`config.mk`:
```
export PLATFORM = sky130hd
export DESIGN_NAME = mem_arbiter
export DESIGN_NICKNAME = d
export VERILOG_FILES = /design/src/rtl/mem_arbiter.sv
export SDC_FILE = /design/constraint.sdc
export NUM_CORES = 1
export LEC_CHECK = 0
export ABC_AREA = 1
export ABC_CLOCK_PERIOD_IN_PS = 1730
export CAP_MARGIN = 10
export CORE_AREA = 4 4 287 289
export CTS_CLUSTER_DIAMETER = 50
export CTS_CLUSTER_SIZE = 25
export DETAILED_ROUTE_END_ITERATION = 16
export DIE_AREA = 0 0 291 293
export PLACE_DENSITY_LB_ADDON = 0.12
export SLEW_MARGIN = 10
export SYNTH_ARGS = -nofsm -noshare
export SYNTH_HDL_FRONTEND = slang
export SYNTH_SLANG_ARGS = --single-unit
```
`constraint.sdc`:
```
create_clock -name clk -period 1.73 [get_ports clk]
set_input_delay 0.346 -clock clk [delete_from_list [all_inputs] [get_ports clk]]
set_output_delay 0.346 -clock clk [all_outputs]
set_load 0.1 [all_outputs]
```
`src/rtl/mem_arbiter.sv`:
```
// mem_arbiter: shares one line-wide memory port between a data cache and an
// instruction cache.
//
// Ports:
//   clk, reset            clock and asynchronous active-low reset
//   *_Mem_data / *_data   data-cache side: read/write-back requests, address,
//                         write line, returned fill line, completion pulse
//   *_Mem_instr / *_instr instruction-cache side: fill request, address,
//                         returned fill line, completion pulse
//   read_Mem, write_Mem,  memory side: strobes, address and write line,
//   Addr_Mem, ...         held until ready_mem; Data_Mem_read valid with ready_mem
//
// Data cache normally has priority. A starvation counter forces an
// instruction grant after STARVE_LIM data grants made while the instruction
// cache was waiting.
module mem_arbiter #(
    parameter int unsigned ADDR_W     = 32,
    parameter int unsigned LINE_W     = 128,
    parameter int unsigned STARVE_LIM = 4
) (
    input  logic              clk,
    input  logic              reset,
    // data cache
    input  logic              read_Mem_data,
    input  logic              write_Mem_data,
    input  logic [ADDR_W-1:0] Addr_Mem_data,
    input  logic [LINE_W-1:0] Data_Mem_data_write,
    output logic [LINE_W-1:0] Data_Mem_data_read,
    output logic              ready_mem_data,
    // instruction cache
    input  logic              read_Mem_instr,
    input  logic [ADDR_W-1:0] Addr_Mem_instr,
    output logic [LINE_W-1:0] Data_Mem_instr_read,
    output logic              ready_mem_instr,
    // memory
    output logic              read_Mem,
    output logic              write_Mem,
    output logic [ADDR_W-1:0] Addr_Mem,
    output logic [LINE_W-1:0] Data_Mem_write,
    input  logic [LINE_W-1:0] Data_Mem_read,
    input  logic              ready_mem
);

    localparam int unsigned CntW =
        ($clog2(STARVE_LIM + 1) > 3) ? $clog2(STARVE_LIM + 1) : 3;
    localparam logic [CntW-1:0] StarveMax = CntW'(STARVE_LIM);

    typedef enum logic [1:0] {StIdle, StBusyD, StBusyI, StResp} state_e;

    state_e            state_q, state_d;
    logic [CntW-1:0]   starve_q, starve_d;
    logic [ADDR_W-1:0] addr_q, addr_d;
    logic [LINE_W-1:0] wdata_q, wdata_d;
    logic              rd_q, rd_d;
    logic              wr_q, wr_d;
    logic [LINE_W-1:0] rdata_dc_q, rdata_dc_d;
    logic [LINE_W-1:0] rdata_ic_q, rdata_ic_d;
    logic              rdy_dc_q, rdy_dc_d;
    logic              rdy_ic_q, rdy_ic_d;

    logic data_req;
    logic instr_forced;

    assign data_req     = read_Mem_data | write_Mem_data;
    // Instruction side overrides data priority once starvation limit is hit.
    assign instr_forced = read_Mem_instr && (starve_q == StarveMax);

    always_comb begin
        state_d    = state_q;
        starve_d   = starve_q;
        addr_d     = addr_q;
        wdata_d    = wdata_q;
        rd_d       = rd_q;
        wr_d       = wr_q;
        rdata_dc_d = rdata_dc_q;
        rdata_ic_d = rdata_ic_q;
        rdy_dc_d   = 1'b0;
        rdy_ic_d   = 1'b0;

        unique case (state_q)
            StIdle: begin
                if (data_req && !instr_forced) begin
                    state_d = StBusyD;
                    addr_d  = Addr_Mem_data;
                    // Write-back goes first; a still-held read is a later grant.
                    wr_d    = write_Mem_data;
                    rd_d    = !write_Mem_data;
                    if (write_Mem_data) begin
                        wdata_d = Data_Mem_data_write;
                    end
                    // instr_forced is low here, so starve_q < StarveMax when
                    // read_Mem_instr is high and the increment cannot wrap.
                    if (read_Mem_instr) begin
                        starve_d = starve_q + 1'b1;
                    end else begin
                        starve_d = '0;
                    end
                end else if (read_Mem_instr) begin
                    state_d  = StBusyI;
                    addr_d   = Addr_Mem_instr;
                    rd_d     = 1'b1;
                    wr_d     = 1'b0;
                    starve_d = '0;
                end else begin
                    starve_d = '0;
                end
            end
            StBusyD: begin
                if (ready_mem) begin
                    state_d  = StResp;
                    rd_d     = 1'b0;
                    wr_d     = 1'b0;
                    rdy_dc_d = 1'b1;
                    if (rd_q) begin
                        rdata_dc_d = Data_Mem_read;
                    end
                end
            end
            StBusyI: begin
                if (ready_mem) begin
                    state_d    = StResp;
                    rd_d       = 1'b0;
                    wr_d       = 1'b0;
                    rdy_ic_d   = 1'b1;
                    rdata_ic_d = Data_Mem_read;
                end
            end
            StResp: begin
                state_d = StIdle;
            end
            default: begin
                state_d = StIdle;
            end
        endcase
    end

    always_ff @(posedge clk or negedge reset) begin
        if (!reset) begin
            state_q    <= StIdle;
            starve_q   <= '0;
            addr_q     <= '0;
            wdata_q    <= '0;
            rd_q       <= 1'b0;
            wr_q       <= 1'b0;
            rdata_dc_q <= '0;
            rdata_ic_q <= '0;
            rdy_dc_q   <= 1'b0;
            rdy_ic_q   <= 1'b0;
        end else begin
            state_q    <= state_d;
            starve_q   <= starve_d;
            addr_q     <= addr_d;
            wdata_q    <= wdata_d;
            rd_q       <= rd_d;
            wr_q       <= wr_d;
            rdata_dc_q <= rdata_dc_d;
            rdata_ic_q <= rdata_ic_d;
            rdy_dc_q   <= rdy_dc_d;
            rdy_ic_q   <= rdy_ic_d;
        end
    end

    assign read_Mem            = rd_q;
    assign write_Mem           = wr_q;
    assign Addr_Mem            = addr_q;
    assign Data_Mem_write      = wdata_q;
    assign Data_Mem_data_read  = rdata_dc_q;
    assign Data_Mem_instr_read = rdata_ic_q;
    assign ready_mem_data      = rdy_dc_q;
    assign ready_mem_instr     = rdy_ic_q;

endmodule
```
==> results.toml, run 1 <==
[synth]
netlist-cell-type-count = 17
syn_nets = 2136
syn_inst = 1803
synth.top_cells.by_area = "dfrtp_1, o21ai_0, nand2_1"
synth.top_cell.area_share_pct = 64.2
seq_area_frac_synth_pct = 64.2
synth.avg_cell_area_um2 = 9.19
synth-seq-cells = 425
yosysWarnings = 0
synth.largest_area_cell = "dfrtp_1"
syn_area_mm2 = 0.0166

[critical_path]
max_stage_delay_ns = 0.52
cp_slowest_cell = "dfrtp_1"
critPathBufInv = 1
crit_family = "flip-flops"
worstPathArrival_ns = 1.32
r2r-start = "state_q[1]"
cp-start-kind = "register"
startpoint = "Data_Mem_instr_read[27]"
endpoint_kind = "output pin"
critical_path_required_ns = 1.38
path_max_fanout = 2
path_class = "register to output pin"
crit_chain = "buf_12"

[drt]
avgRoutedWirePerCell_um = 18.3
finalWirelength_um = 68100
vias = 14665
first_pass_iters = 5
viasPerCell = 3.94
antenna_left = 0
drc = 0
drtIter0Drc = 729

[floorplanning]
coreArea_mm2 = 0.0799
die_w_um = 291
initial_core_util_pct = 20.7
fp-row-count = 104
die_h_um = 293
io-pin-count = 746
die-area_mm2 = 0.0853

[place]
portBuffers = 745
gp_congestion = 0.797
hpwl_um = 53700

[timing]
fin_tns_setup_ns = 0
holdWs_ns = 0.217
rsz0062_at_grt = "no"
period_needed_ns = 1.67
clock_skew_ns = 0.0270
hold_viol = 0
fmax_ghz = 0.600
slew-limit-headroom_pct = 71.1
slew_viol_final = 0
worst_pin_slew_ns = 0.433
post-route-period-util_pct = 96.3
setup_viol = 0

[cts]
cts.clk_slew.worst_paths_ns = 0.06
cts.path.max_buffers = 3
cts_buffers = 71
cts_tree = "built"
clock-sinks = 425
clock-root-buffer = "clkbuf_16"
clock_latency_ns = 0.60
htree_levels = 3

[layout]
fill_cells = 7685
nNetsFinal = 2926
fin_util_pct = 40.7
drive_gt1_share_pct = 23.8
synthToLayoutAreaGrowth_pct = 96.4

[global_routing]
grt_pass1_wl_um = 101000
grt_antenna_before_repair = 16
overflow = 0
grt.total_usage_pct = 15.6
grt_start_max_net_pins = 62
grt_pass1_vias = 15457

[job]
maxCapViolCount = 0

[outcome]
outcome = "complete, no violations"

[worst_hold_path]
hold_path_class = "input pin to async pin"
final cells by class:
cell class              count  area, µm²  area share, %
repair buffers            818      12500           38.5
flip-flops and latches    425      10600           32.7
multi-input cells         975       4360           13.4
clock buffers              80       1860           5.71
well taps                1060       1330           4.07
inverters                 302       1130           3.48
clock inverters            50        671           2.06
diodes                      9       22.5         0.0692
cells by family after synthesis:
kind of cell	Yosys count	synth area share, %
and+or+nand+nor	544	12.8
DFF	425	64.2
AOI/OAI and AO/OA	424	12.8
buffers and inverters	403	9.72
adders and majority gates	7	0.528
cells in the mapped netlist:
cell type and number:
a21oi_1 3, buf_2 55, buf_4 4, buf_6 2
clkbuf_1 40, dfrtp_1 425, ha_1 7, inv_1 301
inv_2 1, nand2_1 465, nand2_2 4, nand3_1 38
nand3_2 2, nor2_1 33, o21ai_0 391, o21ai_1 30
or2_2 2
final timing paths:
check | endpoint | slack, ns | depth (start not counted)
min reg2reg | state_q[1] | 0.54 | 2
max reg2reg | Data_Mem_data_read[76] | 0.13 | 9
min | Data_Mem_instr_read[83] | 0.22 | 2
max in group asynchronous | Data_Mem_write[84] | 0.65 | 4
max | Data_Mem_instr_read[27] | 0.06 | 1
min in group clk | Data_Mem_write[33] | 0.29 | 3
what timing repair did:
item	CTS	global route
hold endpoints to repair	107	0
resized for setup	1	2
setup endpoints to repair	32	16
hold buffers	1	0
setup buffers	0	0
metal layers:
layer,GRT usage (%),vias up,routed length (µm)
met5,0,-,96
met4,5.75,14,2460
met3,7.38,121,6840
met2,27.1,550,34100
met1,16.7,6800,24500
li1,-,7180,-
layout by cell type (no fill, tap or decap), types with 2 or more instances in the layout:
| master | synthesis | routed |
|---|---|---|
| clkinv_16 | 0 | 4 |
| ha_1 | 7 | 6 |
| bufinv_16 | 0 | 9 |
| nand3_1 | 38 | 38 |
| clkbuf_16 | 0 | 71 |
| clkinv_2 | 0 | 10 |
| buf_12 | 0 | 446 |
| nor2_1 | 33 | 33 |
| a21oi_1 | 3 | 3 |
| inv_8 | 0 | 3 |
| nand2_2 | 4 | 4 |
| clkinvlp_4 | 0 | 11 |
| inv_6 | 0 | 9 |
| buf_4 | 4 | 45 |
| dfrtp_1 | 425 | 424 |
| or2_2 | 2 | 2 |
| inv_1 | 301 | 301 |
| clkdlybuf4s50_1 | 0 | 324 |
| clkbuf_1 | 40 | 4 |
| nand2_4 | 0 | 2 |
| clkinv_4 | 0 | 4 |
| o21ai_1 | 30 | 30 |
| diode_2 | 0 | 9 |
| o21ai_0 | 391 | 391 |
| clkbuf_8 | 0 | 5 |
| nand2_1 | 465 | 463 |
state kept, by name, summed over array words and instances (netlist names):
| signal | count |
|---|---|
| Addr_Mem | 32 |
| Data_Mem_data_read | 128 |
| Data_Mem_instr_read | 128 |
| Data_Mem_write | 128 |
| read_Mem | 1 |
| ready_mem_data | 1 |
| ready_mem_instr | 1 |
| starve_q | 3 |
| state_q | 2 |
| write_Mem | 1 |
stage by stage:
step	worst slack [ns]	area, µm²	std cells
after floorplan	0.247	16600	1803
after global placement	-0.156	30000	3579
after detailed placement	-0.137	30000	3579
after CTS	0.00592	32500	3710
after global routing	0.00159	32600	3717
final	0.0646	32600	3719
Power of run 1 is left out: the tool's default activity adds up to more than one toggle a clock period on the data nets, which glitch-free logic cannot reach.
==> inputs of run 2 (changes only) <==
CORE_AREA = 4 4 289 291   (was 4 4 287 289)
DIE_AREA = 0 0 293 295   (was 0 0 291 293)
==> results.toml, run 2 (synthesized netlist as in run 1, its figures left out) <==
[global_routing]
grt_pass1_vias = 15428
grt_start_max_net_pins = 64
overflow = 0
grt_antenna_before_repair = 14
grt.total_usage_pct = 15.0
grt_pass1_wl_um = 98800

[drt]
antenna_left = 0
first_pass_iters = 5
drc = 0
viasPerCell = 3.97
avgRoutedWirePerCell_um = 18.0
drtIter0Drc = 697
vias = 14784
finalWirelength_um = 67200

[cts]
cts.clk_slew.worst_paths_ns = 0.05
clock_latency_ns = 0.59
clock-sinks = 425
cts.path.max_buffers = 3
cts_tree = "built"
clock-root-buffer = "clkbuf_16"
htree_levels = 3
cts_buffers = 73

[critical_path]
path_class = "register to output pin"
cp-start-kind = "register"
crit_chain = "buf_12"
max_stage_delay_ns = 0.45
cp_slowest_cell = "dfrtp_1"
critPathBufInv = 1
crit_family = "flip-flops"
critical_path_required_ns = 1.38
endpoint_kind = "output pin"
path_max_fanout = 2
worstPathArrival_ns = 1.25

[timing]
clock_skew_ns = 0.0227
fin_tns_setup_ns = 0
period_needed_ns = 1.60
fmax_ghz = 0.625
slew_viol_final = 0
setup_viol = 0
worst_pin_slew_ns = 0.397
slew-limit-headroom_pct = 73.5
post-route-period-util_pct = 92.5
hold_viol = 0
rsz0062_at_grt = "no"

[place]
dp.cells = 3582
gp_congestion = 0.781
hpwl_um = 53000
portBuffers = 745

[layout]
nNetsFinal = 2931
drive_gt1_share_pct = 24.0
layout_commonest_cell = "nand2_1"
fill_cells = 7762
instances_no_fill = 3726
synthToLayoutAreaGrowth_pct = 96.6
final_cell_mix = "nand2_1, buf_12, dfrtp_1, o21ai_0, clkdlybuf4s50_1"

[floorplanning]
die-area_mm2 = 0.0864
coreArea_mm2 = 0.0805
die_w_um = 293
die_h_um = 295
io-pin-count = 746
initial_core_util_pct = 20.6
fp-row-count = 104

[job]
maxCapViolCount = 0

[worst_hold_path]
hold_path_class = "input pin to async pin"

[outcome]
outcome = "complete, no violations"
## run 2: worst paths after layout
kind	cells after the start	slack, ns	start	endpoint
worst max-delay path	1	0.13	Data_Mem_data_read[10]	Data_Mem_data_read[10]
worst min-delay path	2	0.23	reset	Data_Mem_instr_read[87]
worst max register to register	9	0.17	state_q[1]	Data_Mem_data_read[90]
worst min register to register	2	0.54	Data_Mem_data_read[107]	Data_Mem_data_read[107]
max in group asynchronous	3	0.73	reset	Data_Mem_data_read[51]
min in group clk	3	0.30	Data_Mem_data_write[32]	Data_Mem_write[32]
## run 2: per-stage QoR
step / instance area [µm²] / hold WS (ns) / worst slack [ns] / utilization [%]
3_3_place_gp: 30000 / 0.265 / -0.0215 / 37.3
2_1_floorplan: 16600 / 0.0504 / 0.247 / -
6_report: 32600 / 0.230 / 0.131 / 40.5
4_1_cts: 32600 / 0.205 / 0.0444 / 40.4
5_1_grt: 32600 / 0.219 / 0.0115 / 40.4
3_5_place_dp: 30000 / 0.270 / -0.0386 / 37.3
## run 2: layer usage
layer	track usage, %	up-vias	share of wire (%)
met4	4.85	10	2.6
met2	27.0	522	52
met1	15.9	6930	35
met3	6.27	119	9.9
li1	-	7203	-
met5	0	-	0.11
## run 2: final cells by class
class                      count  area [µm²]  share of cell area (%)
antenna                        8        20.0                  0.0614
multi-input combinational    975        4360                    13.4
timing repair buffer         821       12600                    38.6
clock inverter                51         601                    1.84
tap                         1060        1330                    4.07
clock buffer                  84        1930                    5.92
sequential                   425       10600                    32.6
inverter                     302        1130                    3.48
## run 2: timing repair
action,CTS,global route
endpoints found under the hold margin,36,0
setup buffers,0,0
endpoints found under the setup margin,16,11
cloned,0,0
hold buffers,1,0
gates resized for setup,1,2
Power of run 2 is left out for the same reason.
==> inputs of run 3 (changes only) <==
ABC_CLOCK_PERIOD_IN_PS = unset   (was 1730)
==> results of run 3 <==
Same layout as run 2: the final DEF is identical, and so are final timing and power.
Power of run 3 is left out for the same reason.
